## src/rtl/cu2_pkg.sv

```systemverilog
`default_nettype none
// ============================================================================
// Module   : cu2_pkg
// Purpose  : Shared definitions for the gen2 microsequencer: opcode values,
//            ALU operation codes, FSM state encoding and helpers that place
//            the fixed B-bus / C-bus slots above the NREG general registers.
// Ports    : none (package)
// Revision : 1.0 - initial release
// ============================================================================
package cu2_pkg;

  // Opcodes (IR[IR_W-1 -: 4])
  localparam logic [3:0] c_op_nop    = 4'h0;
  localparam logic [3:0] c_op_clac   = 4'h1;
  localparam logic [3:0] c_op_mvacr  = 4'h2;
  localparam logic [3:0] c_op_mvrac  = 4'h3;
  localparam logic [3:0] c_op_incr   = 4'h4;
  localparam logic [3:0] c_op_incar  = 4'h5;
  localparam logic [3:0] c_op_ldac   = 4'h6;
  localparam logic [3:0] c_op_stac   = 4'h7;
  localparam logic [3:0] c_op_add    = 4'h8;
  localparam logic [3:0] c_op_sub    = 4'h9;
  localparam logic [3:0] c_op_shift  = 4'hA;
  localparam logic [3:0] c_op_jpnz   = 4'hB;
  localparam logic [3:0] c_op_mvacar = 4'hC;
  localparam logic [3:0] c_op_mvactr = 4'hD;
  localparam logic [3:0] c_op_mvtrac = 4'hE;
  localparam logic [3:0] c_op_end    = 4'hF;

  // ALU operation codes; shifts are {1'b1, IR[1:0]}
  localparam logic [2:0] c_alu_clr  = 3'b000;
  localparam logic [2:0] c_alu_add  = 3'b001;
  localparam logic [2:0] c_alu_sub  = 3'b010;
  localparam logic [2:0] c_alu_pass = 3'b011;

  // Slot offsets above the general registers.
  // B-bus: TR, R, AC, MEM, IDLE.  C-bus: TR, R, AC, PC, AR.
  localparam int c_ofs_tr   = 0;
  localparam int c_ofs_ac   = 2;
  localparam int c_ofs_mem  = 3;
  localparam int c_ofs_idle = 4;
  localparam int c_ofs_pc   = 3;
  localparam int c_ofs_ar   = 4;

  typedef enum logic [4:0] {
    ST_RST    = 5'd0,
    ST_F1     = 5'd1,
    ST_F2     = 5'd2,
    ST_DEC    = 5'd3,
    ST_NOP    = 5'd4,
    ST_CLAC   = 5'd5,
    ST_MVACR  = 5'd6,
    ST_MVRAC  = 5'd7,
    ST_INCR   = 5'd8,
    ST_INCAR  = 5'd9,
    ST_LD1    = 5'd10,
    ST_LD2    = 5'd11,
    ST_ST1    = 5'd12,
    ST_ADD    = 5'd13,
    ST_SUB    = 5'd14,
    ST_SHIFT  = 5'd15,
    ST_JY     = 5'd16,
    ST_JN1    = 5'd17,
    ST_JN2    = 5'd18,
    ST_MVACAR = 5'd19,
    ST_MVACTR = 5'd20,
    ST_MVTRAC = 5'd21,
    ST_HALT   = 5'd22,
    ST_FLT    = 5'd23
  } state_e;

  // Bus slot index for a fixed source/destination placed above NREG registers
  function automatic int slot_idx(input int nreg, input int ofs);
    return nreg + ofs;
  endfunction

  // Opcodes whose operand field names a general register
  function automatic logic is_reg_op(input logic [3:0] op);
    return (op == c_op_mvacr) || (op == c_op_mvrac) || (op == c_op_incr) ||
           (op == c_op_add)   || (op == c_op_sub);
  endfunction

endpackage : cu2_pkg
`default_nettype wire

```

## src/rtl/cu_mem_timer.sv

```systemverilog
`default_nettype none
// ============================================================================
// Module   : cu_mem_timer
// Purpose  : Wait-state timer for memory handshakes. Cleared whenever the
//            sequencer changes state, counts cycles spent waiting with
//            MEM_READY low, and flags expiry on the last allowed wait cycle.
// Ports    : clk_i    - clock (falling edge active, same as sequencer)
//            rst_i    - synchronous active-high reset
//            clear_i  - restart count (state transition)
//            count_i  - waiting and memory not ready this cycle
//            expire_o - this wait cycle reaches MEM_TIMEOUT
// Revision : 1.0 - initial release
// ============================================================================
module cu_mem_timer #(
  parameter int  MEM_TIMEOUT = 15,
  localparam int CNT_W       = $clog2(MEM_TIMEOUT + 1)
) (
  input  logic clk_i,
  input  logic rst_i,
  input  logic clear_i,
  input  logic count_i,
  output logic expire_o
);

  logic [CNT_W-1:0] cnt_q;

  always_ff @(negedge clk_i) begin
    if (rst_i || clear_i) begin
      cnt_q <= '0;
    end else if (count_i) begin
      cnt_q <= cnt_q + CNT_W'(1);
    end
  end

  // Expiry is flagged while the final not-ready cycle is in progress so the
  // sequencer leaves the wait state on the very edge the limit is reached.
  assign expire_o = count_i && (cnt_q == CNT_W'(MEM_TIMEOUT - 1));

endmodule : cu_mem_timer
`default_nettype wire

```

## src/rtl/control_unit_gen2.sv

```systemverilog
`default_nettype none
// ============================================================================
// Module   : control_unit_gen2
// Purpose  : Gen2 microsequencer for the accumulator datapath. Fetches and
//            decodes IR, drives B-bus select, ALU op, one-hot C-bus write
//            enables and increment strobes. Memory accesses wait on
//            mem_ready_i with a timeout; illegal register operands and
//            timeouts lock into FAULT, END locks into FIN, until reset.
// Ports    : clk_i        - clock, state updates on the falling edge
//            rst_i        - synchronous active-high reset (falling edge)
//            flagz_i      - ALU zero flag (sampled in decode only)
//            ir_i         - instruction register
//            mem_ready_i  - memory completes current read/write
//            mem_rd_o / mem_wr_o / addr_pc_o / fetch_o - memory control
//            inc_pc_o / inc_ar_o / inc_r_o            - increment strobes
//            busb_sel_o   - B-bus source (Rn, TR, R, AC, MEM, IDLE)
//            alu_op_o     - ALU operation
//            cbus_we_o    - one-hot C-bus write {AR,PC,AC,R,TR,Rn..R1}
//            fin_o        - halted; fault_o - faulted (both sticky)
// Revision : 1.0 - initial release
// ============================================================================
module control_unit_gen2
  import cu2_pkg::*;
#(
  parameter int  IR_W        = 8,
  parameter int  NREG        = 2,
  parameter int  MEM_TIMEOUT = 15,
  localparam int RIDX_W      = (NREG > 1) ? $clog2(NREG) : 1,
  localparam int BSEL_W      = $clog2(NREG + 5),
  localparam int WE_W        = NREG + 5
) (
  input  logic              clk_i,
  input  logic              rst_i,
  input  logic              flagz_i,
  input  logic [IR_W-1:0]   ir_i,
  input  logic              mem_ready_i,
  output logic              mem_rd_o,
  output logic              mem_wr_o,
  output logic              addr_pc_o,
  output logic              fetch_o,
  output logic              inc_pc_o,
  output logic              inc_ar_o,
  output logic [NREG-1:0]   inc_r_o,
  output logic [BSEL_W-1:0] busb_sel_o,
  output logic [2:0]        alu_op_o,
  output logic [WE_W-1:0]   cbus_we_o,
  output logic              fin_o,
  output logic              fault_o
);

  localparam logic [BSEL_W-1:0] c_bsel_tr   = BSEL_W'(slot_idx(NREG, c_ofs_tr));
  localparam logic [BSEL_W-1:0] c_bsel_ac   = BSEL_W'(slot_idx(NREG, c_ofs_ac));
  localparam logic [BSEL_W-1:0] c_bsel_mem  = BSEL_W'(slot_idx(NREG, c_ofs_mem));
  localparam logic [BSEL_W-1:0] c_bsel_idle = BSEL_W'(slot_idx(NREG, c_ofs_idle));
  localparam int                c_we_tr     = slot_idx(NREG, c_ofs_tr);
  localparam int                c_we_ac     = slot_idx(NREG, c_ofs_ac);
  localparam int                c_we_pc     = slot_idx(NREG, c_ofs_pc);
  localparam int                c_we_ar     = slot_idx(NREG, c_ofs_ar);
  localparam logic [31:0]       c_nreg      = 32'(NREG);

  state_e state_q, state_d;

  logic [3:0]        w_opcode;
  logic [RIDX_W-1:0] w_ridx;
  logic [IR_W-5:0]   w_opnd;
  logic              w_opnd_bad;
  logic [NREG-1:0]   w_rsel;
  logic              w_wait;
  logic              w_expire;
  logic              w_clear;

  assign w_opcode = ir_i[IR_W-1 -: 4];
  assign w_ridx   = ir_i[RIDX_W-1:0];
  assign w_opnd   = ir_i[IR_W-5:0];

  // The whole operand field must name an existing register; checking only
  // the index bits would let e.g. idx 3 alias onto R2 when NREG=2.
  assign w_opnd_bad = (32'(w_opnd) >= c_nreg);

  always_comb begin
    w_rsel = '0;
    for (int i = 0; i < NREG; i++) begin
      w_rsel[i] = (w_ridx == RIDX_W'(i));
    end
  end

  assign w_wait = (state_q == ST_F1) || (state_q == ST_LD1) ||
                  (state_q == ST_ST1) || (state_q == ST_JN1);

  // Any state change restarts the timer, including wait-to-wait (ST1 -> F1)
  assign w_clear = (state_d != state_q);

  cu_mem_timer #(
    .MEM_TIMEOUT (MEM_TIMEOUT)
  ) u_timer (
    .clk_i    (clk_i),
    .rst_i    (rst_i),
    .clear_i  (w_clear),
    .count_i  (w_wait && !mem_ready_i),
    .expire_o (w_expire)
  );

  always_ff @(negedge clk_i) begin
    if (rst_i) begin
      state_q <= ST_RST;
    end else begin
      state_q <= state_d;
    end
  end

  always_comb begin
    state_d    = state_q;
    mem_rd_o   = 1'b0;
    mem_wr_o   = 1'b0;
    addr_pc_o  = 1'b0;
    fetch_o    = 1'b0;
    inc_pc_o   = 1'b0;
    inc_ar_o   = 1'b0;
    inc_r_o    = '0;
    busb_sel_o = c_bsel_idle;
    alu_op_o   = c_alu_pass;
    cbus_we_o  = '0;
    fin_o      = 1'b0;
    fault_o    = 1'b0;

    case (state_q)
      ST_RST: state_d = ST_F1;

      ST_F1: begin
        mem_rd_o  = 1'b1;
        addr_pc_o = 1'b1;
        // A ready on the expiry cycle still completes the access
        if (mem_ready_i)   state_d = ST_F2;
        else if (w_expire) state_d = ST_FLT;
      end

      ST_F2: begin
        fetch_o  = 1'b1;
        inc_pc_o = 1'b1;
        state_d  = ST_DEC;
      end

      ST_DEC: begin
        if (is_reg_op(w_opcode) && w_opnd_bad) begin
          state_d = ST_FLT;
        end else begin
          case (w_opcode)
            c_op_nop:    state_d = ST_NOP;
            c_op_clac:   state_d = ST_CLAC;
            c_op_mvacr:  state_d = ST_MVACR;
            c_op_mvrac:  state_d = ST_MVRAC;
            c_op_incr:   state_d = ST_INCR;
            c_op_incar:  state_d = ST_INCAR;
            c_op_ldac:   state_d = ST_LD1;
            c_op_stac:   state_d = ST_ST1;
            c_op_add:    state_d = ST_ADD;
            c_op_sub:    state_d = ST_SUB;
            c_op_shift:  state_d = ST_SHIFT;
            c_op_jpnz:   state_d = flagz_i ? ST_JY : ST_JN1;
            c_op_mvacar: state_d = ST_MVACAR;
            c_op_mvactr: state_d = ST_MVACTR;
            c_op_mvtrac: state_d = ST_MVTRAC;
            c_op_end:    state_d = ST_HALT;
          endcase
        end
      end

      ST_NOP: state_d = ST_F1;

      ST_CLAC: begin
        alu_op_o           = c_alu_clr;
        cbus_we_o[c_we_ac] = 1'b1;
        state_d            = ST_F1;
      end

      ST_MVACR: begin
        busb_sel_o            = c_bsel_ac;
        cbus_we_o[NREG-1:0]   = w_rsel;
        state_d               = ST_F1;
      end

      ST_MVRAC: begin
        busb_sel_o         = BSEL_W'(w_ridx);
        cbus_we_o[c_we_ac] = 1'b1;
        state_d            = ST_F1;
      end

      ST_INCR: begin
        inc_r_o = w_rsel;
        state_d = ST_F1;
      end

      ST_INCAR: begin
        inc_ar_o = 1'b1;
        state_d  = ST_F1;
      end

      ST_LD1: begin
        mem_rd_o = 1'b1;
        if (mem_ready_i)   state_d = ST_LD2;
        else if (w_expire) state_d = ST_FLT;
      end

      ST_LD2: begin
        busb_sel_o         = c_bsel_mem;
        cbus_we_o[c_we_ac] = 1'b1;
        state_d            = ST_F1;
      end

      ST_ST1: begin
        mem_wr_o = 1'b1;
        if (mem_ready_i)   state_d = ST_F1;
        else if (w_expire) state_d = ST_FLT;
      end

      ST_ADD, ST_SUB: begin
        busb_sel_o         = BSEL_W'(w_ridx);
        alu_op_o           = (state_q == ST_ADD) ? c_alu_add : c_alu_sub;
        cbus_we_o[c_we_ac] = 1'b1;
        state_d            = ST_F1;
      end

      ST_SHIFT: begin
        // IR[1:0]: 00 x2, 01 x4, 10 /2, 11 /4 map straight onto 1xx codes
        alu_op_o           = {1'b1, ir_i[1:0]};
        cbus_we_o[c_we_ac] = 1'b1;
        state_d            = ST_F1;
      end

      // Zero flag set: skip the jump target operand word
      ST_JY: begin
        inc_pc_o = 1'b1;
        state_d  = ST_F1;
      end

      ST_JN1: begin
        mem_rd_o  = 1'b1;
        addr_pc_o = 1'b1;
        if (mem_ready_i)   state_d = ST_JN2;
        else if (w_expire) state_d = ST_FLT;
      end

      ST_JN2: begin
        busb_sel_o         = c_bsel_mem;
        cbus_we_o[c_we_pc] = 1'b1;
        state_d            = ST_F1;
      end

      ST_MVACAR: begin
        busb_sel_o         = c_bsel_ac;
        cbus_we_o[c_we_ar] = 1'b1;
        state_d            = ST_F1;
      end

      ST_MVACTR: begin
        busb_sel_o         = c_bsel_ac;
        cbus_we_o[c_we_tr] = 1'b1;
        state_d            = ST_F1;
      end

      ST_MVTRAC: begin
        busb_sel_o         = c_bsel_tr;
        cbus_we_o[c_we_ac] = 1'b1;
        state_d            = ST_F1;
      end

      ST_HALT: fin_o = 1'b1;

      ST_FLT: fault_o = 1'b1;

      default: state_d = ST_FLT;
    endcase
  end

endmodule : control_unit_gen2
`default_nettype wire

```

## config.mk

```make
export PLATFORM = sky130hd
export DESIGN_NAME = control_unit_gen2
export DESIGN_NICKNAME = d
export VERILOG_FILES = /design/src/rtl/cu2_pkg.sv /design/src/rtl/cu_mem_timer.sv /design/src/rtl/control_unit_gen2.sv
export SDC_FILE = /design/constraint.sdc
export NUM_CORES = 1
export LEC_CHECK = 0
export CELL_PAD_IN_SITES_DETAIL_PLACEMENT = 0
export CELL_PAD_IN_SITES_GLOBAL_PLACEMENT = 2
export CORE_MARGIN = 2
export CORE_UTILIZATION = 28
export DETAILED_ROUTE_END_ITERATION = 16
export GPL_TIMING_DRIVEN = 1
export PLACE_DENSITY = 0.84
export SLEW_MARGIN = 20
export SYNTH_ARGS = -nofsm -noshare
export SYNTH_HDL_FRONTEND = slang
export SYNTH_SLANG_ARGS = --single-unit
```

## constraint.sdc

```tcl
create_clock -name clk_i -period 5.2 [get_ports clk_i]
set_input_delay 1.04 -clock clk_i [delete_from_list [all_inputs] [get_ports clk_i]]
set_output_delay 1.04 -clock clk_i [all_outputs]
set_load 0.05 [all_outputs]
```

==> results.json <==
{
  "run_status": "finished, violations left",
  "violations": "setup timing",
  "avgSynthCellArea_um2": 6.650,
  "critical-path-top-delay-family": "simple AND/OR/NAND/NOR gates",
  "hold_slack_ns": 0.6408,
  "ys_seq_area_share_pct": 13.35,
  "first_pass_iters": 4,
  "setup_viol": 4,
  "grt_pass1_wl_mm": 8.107,
  "final_cell_count_no_fill": 338,
  "root_buffer": "clkbuf_8",
  "grt_max_degree": 14,
  "die_h_um": 73.44,
  "vias": 1822,
  "wl_met1_mm": 2.336,
  "cts.sinks": 9,
  "fin_skew_ns": 0.01122,
  "crit_arrival_ns": 4.21,
  "crit_fanout": 7,
  "route.met2.wl_mm": 2.313,
  "syn_nets": 217,
  "end_kind": "primary output",
  "crit_required_ns": 4.16,
  "top_layer_used": "met4",
  "async_reset_ff_share_pct": 0,
  "vias_per_cell": 5.391,
  "grt_setup_unrepaired": "true",
  "fin_tns_setup_ns": -0.09167,
  "final_area_um2": 2584,
  "ys_warn_count": 0,
  "cp_slowest_cell": "or3b_4",
  "clk_pin_slew_ns": 0.04,
  "synth_top_area_share_pct": 13.35,
  "ys_types": 55,
  "core_area_um2": 4692,
  "cp-start-kind": "register",
  "slew_violations": 0,
  "layout-drive-gt1-share_pct": 50.00,
  "synth-edff-count": 0,
  "die_w_um": 73.44,
  "dpl.cell_count": 315,
  "start_util_pct": 28.77,
  "ys.flop_type": "dfxtp_1",
  "cp_cell_sequence": "buf_4, or3b_4, nor3_2, buf_4, buf_12",
  "synth_seq_cells": 9,
  "cellPowerDensity_nw_per_um2": 190.9,
  "antenna_found_initial": 0,
  "row_count": 25,
  "die_area_um2": 5393,
  "num_antenna_cells": 0,
  "ant_nets": 0,
  "yosysTopAreaCell": "dfxtp_1",
  "gp_congestion": 0.8561,
  "ctsHoldBuffers": 0,
  "clk_latency_ns": 0.31,
  "grt-ovfl-total": 0,
  "dp_hpwl_mm": 3.563,
  "hold_path.class": "reg -> reg",
  "wire_per_inst_um": 14.50,
  "drtIter0Drc": 117,
  "finalWirelength_mm": 4.900,
  "grt_pass1_vias": 1679,
  "path_common_cell": "buf_4",
  "cts_tree": "yes",
  "clockBufferDepth": 2,
  "peakVddDrop_v": 0.0001467,
  "nFillCells": 438,
  "worst_slack_ns": -0.05019,
  "areaGrowthSynthToFinish_pct": 91.38,
  "p_leak_nw": 1.003,
  "cp_num_buf_inv": 3,
  "finalPower_mw": 0.4933,
  "place_area_um2": 2270,
  "nNetsFinal": 299,
  "drc": 0,
  "track_usage_pct": 18.68,
  "yosys-top-cells-area": "dfxtp_1 (13%), nor2_1 (7.0%), a21oi_1 (5.2%)",
  "netlist_instances": 203,
  "worstSetupPathType": "reg -> out",
  "hold_violations": 0,
  "design.portCount": 35,
  "synth_area_um2": 1350,
  "wl_met3_um": 199,
  "numPortBuffers": 33,
  "cts_inserted_buffers": 3,
  "max_stage_delay_ns": 0.40,
  "htree_levels": 1,
  "drv_cap": 0
}
[synthesized netlist by cell type, types with 3 or more instances]
master,n
nand2_1,15
nor2b_1,4
nand3_1,12
nand2b_1,6
buf_1,3
clkbuf_1,12
inv_1,9
nor3_1,6
or3_1,3
a21oi_1,14
nor2_1,25
dfxtp_1,9
o22ai_1,4
or2_2,3
and2_1,4
xnor2_1,6
a31oi_1,4
o21ai_0,11
[cells by family after synthesis]
kind of cell	count (synthesis)	share of synthesized area [%]
adders and majority gates	2	1.853
AOI/OAI and AO/OA	62	32.99
other	1	0.2778
muxes	4	3.151
and+or+nand+nor	92	36.05
DFF	9	13.35
buffers and inverters	27	8.433
xor gates and xnor gates	6	3.892
[worst paths after layout]
| path | from | end | slack [ns] | depth (start not counted) |
|---|---|---|---|---|
| max reg2reg | state_q[3]$_SDFF_NP0_ | u_timer.cnt_q[1]$_SDFFE_NP0P_ | 2.86 | 8 |
| min reg2reg | u_timer.cnt_q[1]$_SDFFE_NP0P_ | u_timer.cnt_q[1]$_SDFFE_NP0P_ | 0.64 | 4 |
| max | state_q[3]$_SDFF_NP0_ | fetch_o | -0.05 | 5 |
| min | u_timer.cnt_q[1]$_SDFFE_NP0P_ | u_timer.cnt_q[1]$_SDFFE_NP0P_ | 0.64 | 4 |
[power breakdown]
group / total [mW] / internal, mW / switching [mW]
combinational: 0.297 / 0.139 / 0.159
clock: 0.108 / 0.0612 / 0.0468
sequential: 0.0881 / 0.0754 / 0.0128
total: 0.493 / 0.275 / 0.218
[cell usage in the layout, fill, tap and decap left out, types with 3 or more instances in the layout]
master	netlist	layout
buf_6	1	5
nor2_1	25	14
nor3_1	6	3
o21ai_2	0	3
a21oi_1	14	9
a31oi_1	4	4
dlygate4sd2_1	0	4
and2_1	4	4
buf_4	1	52
dfxtp_4	0	3
or2_2	3	3
nor2_2	0	9
clkdlybuf4s50_1	0	3
a21oi_2	0	4
nand2b_1	6	5
nand3_1	12	12
xnor2_1	6	6
buf_12	0	18
nand2_1	15	13
inv_1	9	16
clkbuf_8	0	3
o21ai_0	11	7
dfxtp_1	9	5
[flip-flops by register name, summed over array words and instances, names as in the netlist]
| name | cells |
|---|---|
| state_q | 5 |
| u_timer.cnt_q | 4 |
[area by class of cell]
type	count	area [um^2]	share of cell area (%)
clock inverter	10	37.54	1.453
multi-input combinational	167	1296	50.17
timing repair buffer	87	914.6	35.40
sequential	9	192.7	7.458
clock buffer	3	41.29	1.598
tap	54	67.56	2.615
inverter	8	33.78	1.308
[repair_timing]
item,4_1_cts,5_1_grt
setup endpoints to repair,28,23
gates resized for setup,41,25
pin swaps,11,11
cloned,0,0
endpoints found under the hold margin,0,0
buffers inserted,6,5
[worst reg2reg max path, cell delays in order (launching register included)]
cell       delay (ns)
dfxtp_4          0.37
buf_4            0.14
or3b_4           0.41
buf_4            0.16
a211o_1          0.26
a311o_1          0.32
a2111oi_4        0.38
nand3_1          0.13
nor2_1           0.11
[through the flow]
stage | worst slack [ns] | util [%]
global placement | -0.4928 | 48.37
detailed placement | -0.5565 | 48.37
finish | -0.05019 | 55.07
CTS | -0.04464 | 52.83
floorplan | -0.2383 | -
global route | -0.1009 | 55.07
[routing by layer]
| metal | GRT usage, % | vias up |
|---|---|---|
| met5 | 0 | - |
| met3 | 2.332 | 7 |
| met2 | 30.13 | 53 |
| li1 | - | 915 |
| met4 | 5.253 | 0 |
| met1 | 26.09 | 847 |
Power figures use the tool's default switching activity.
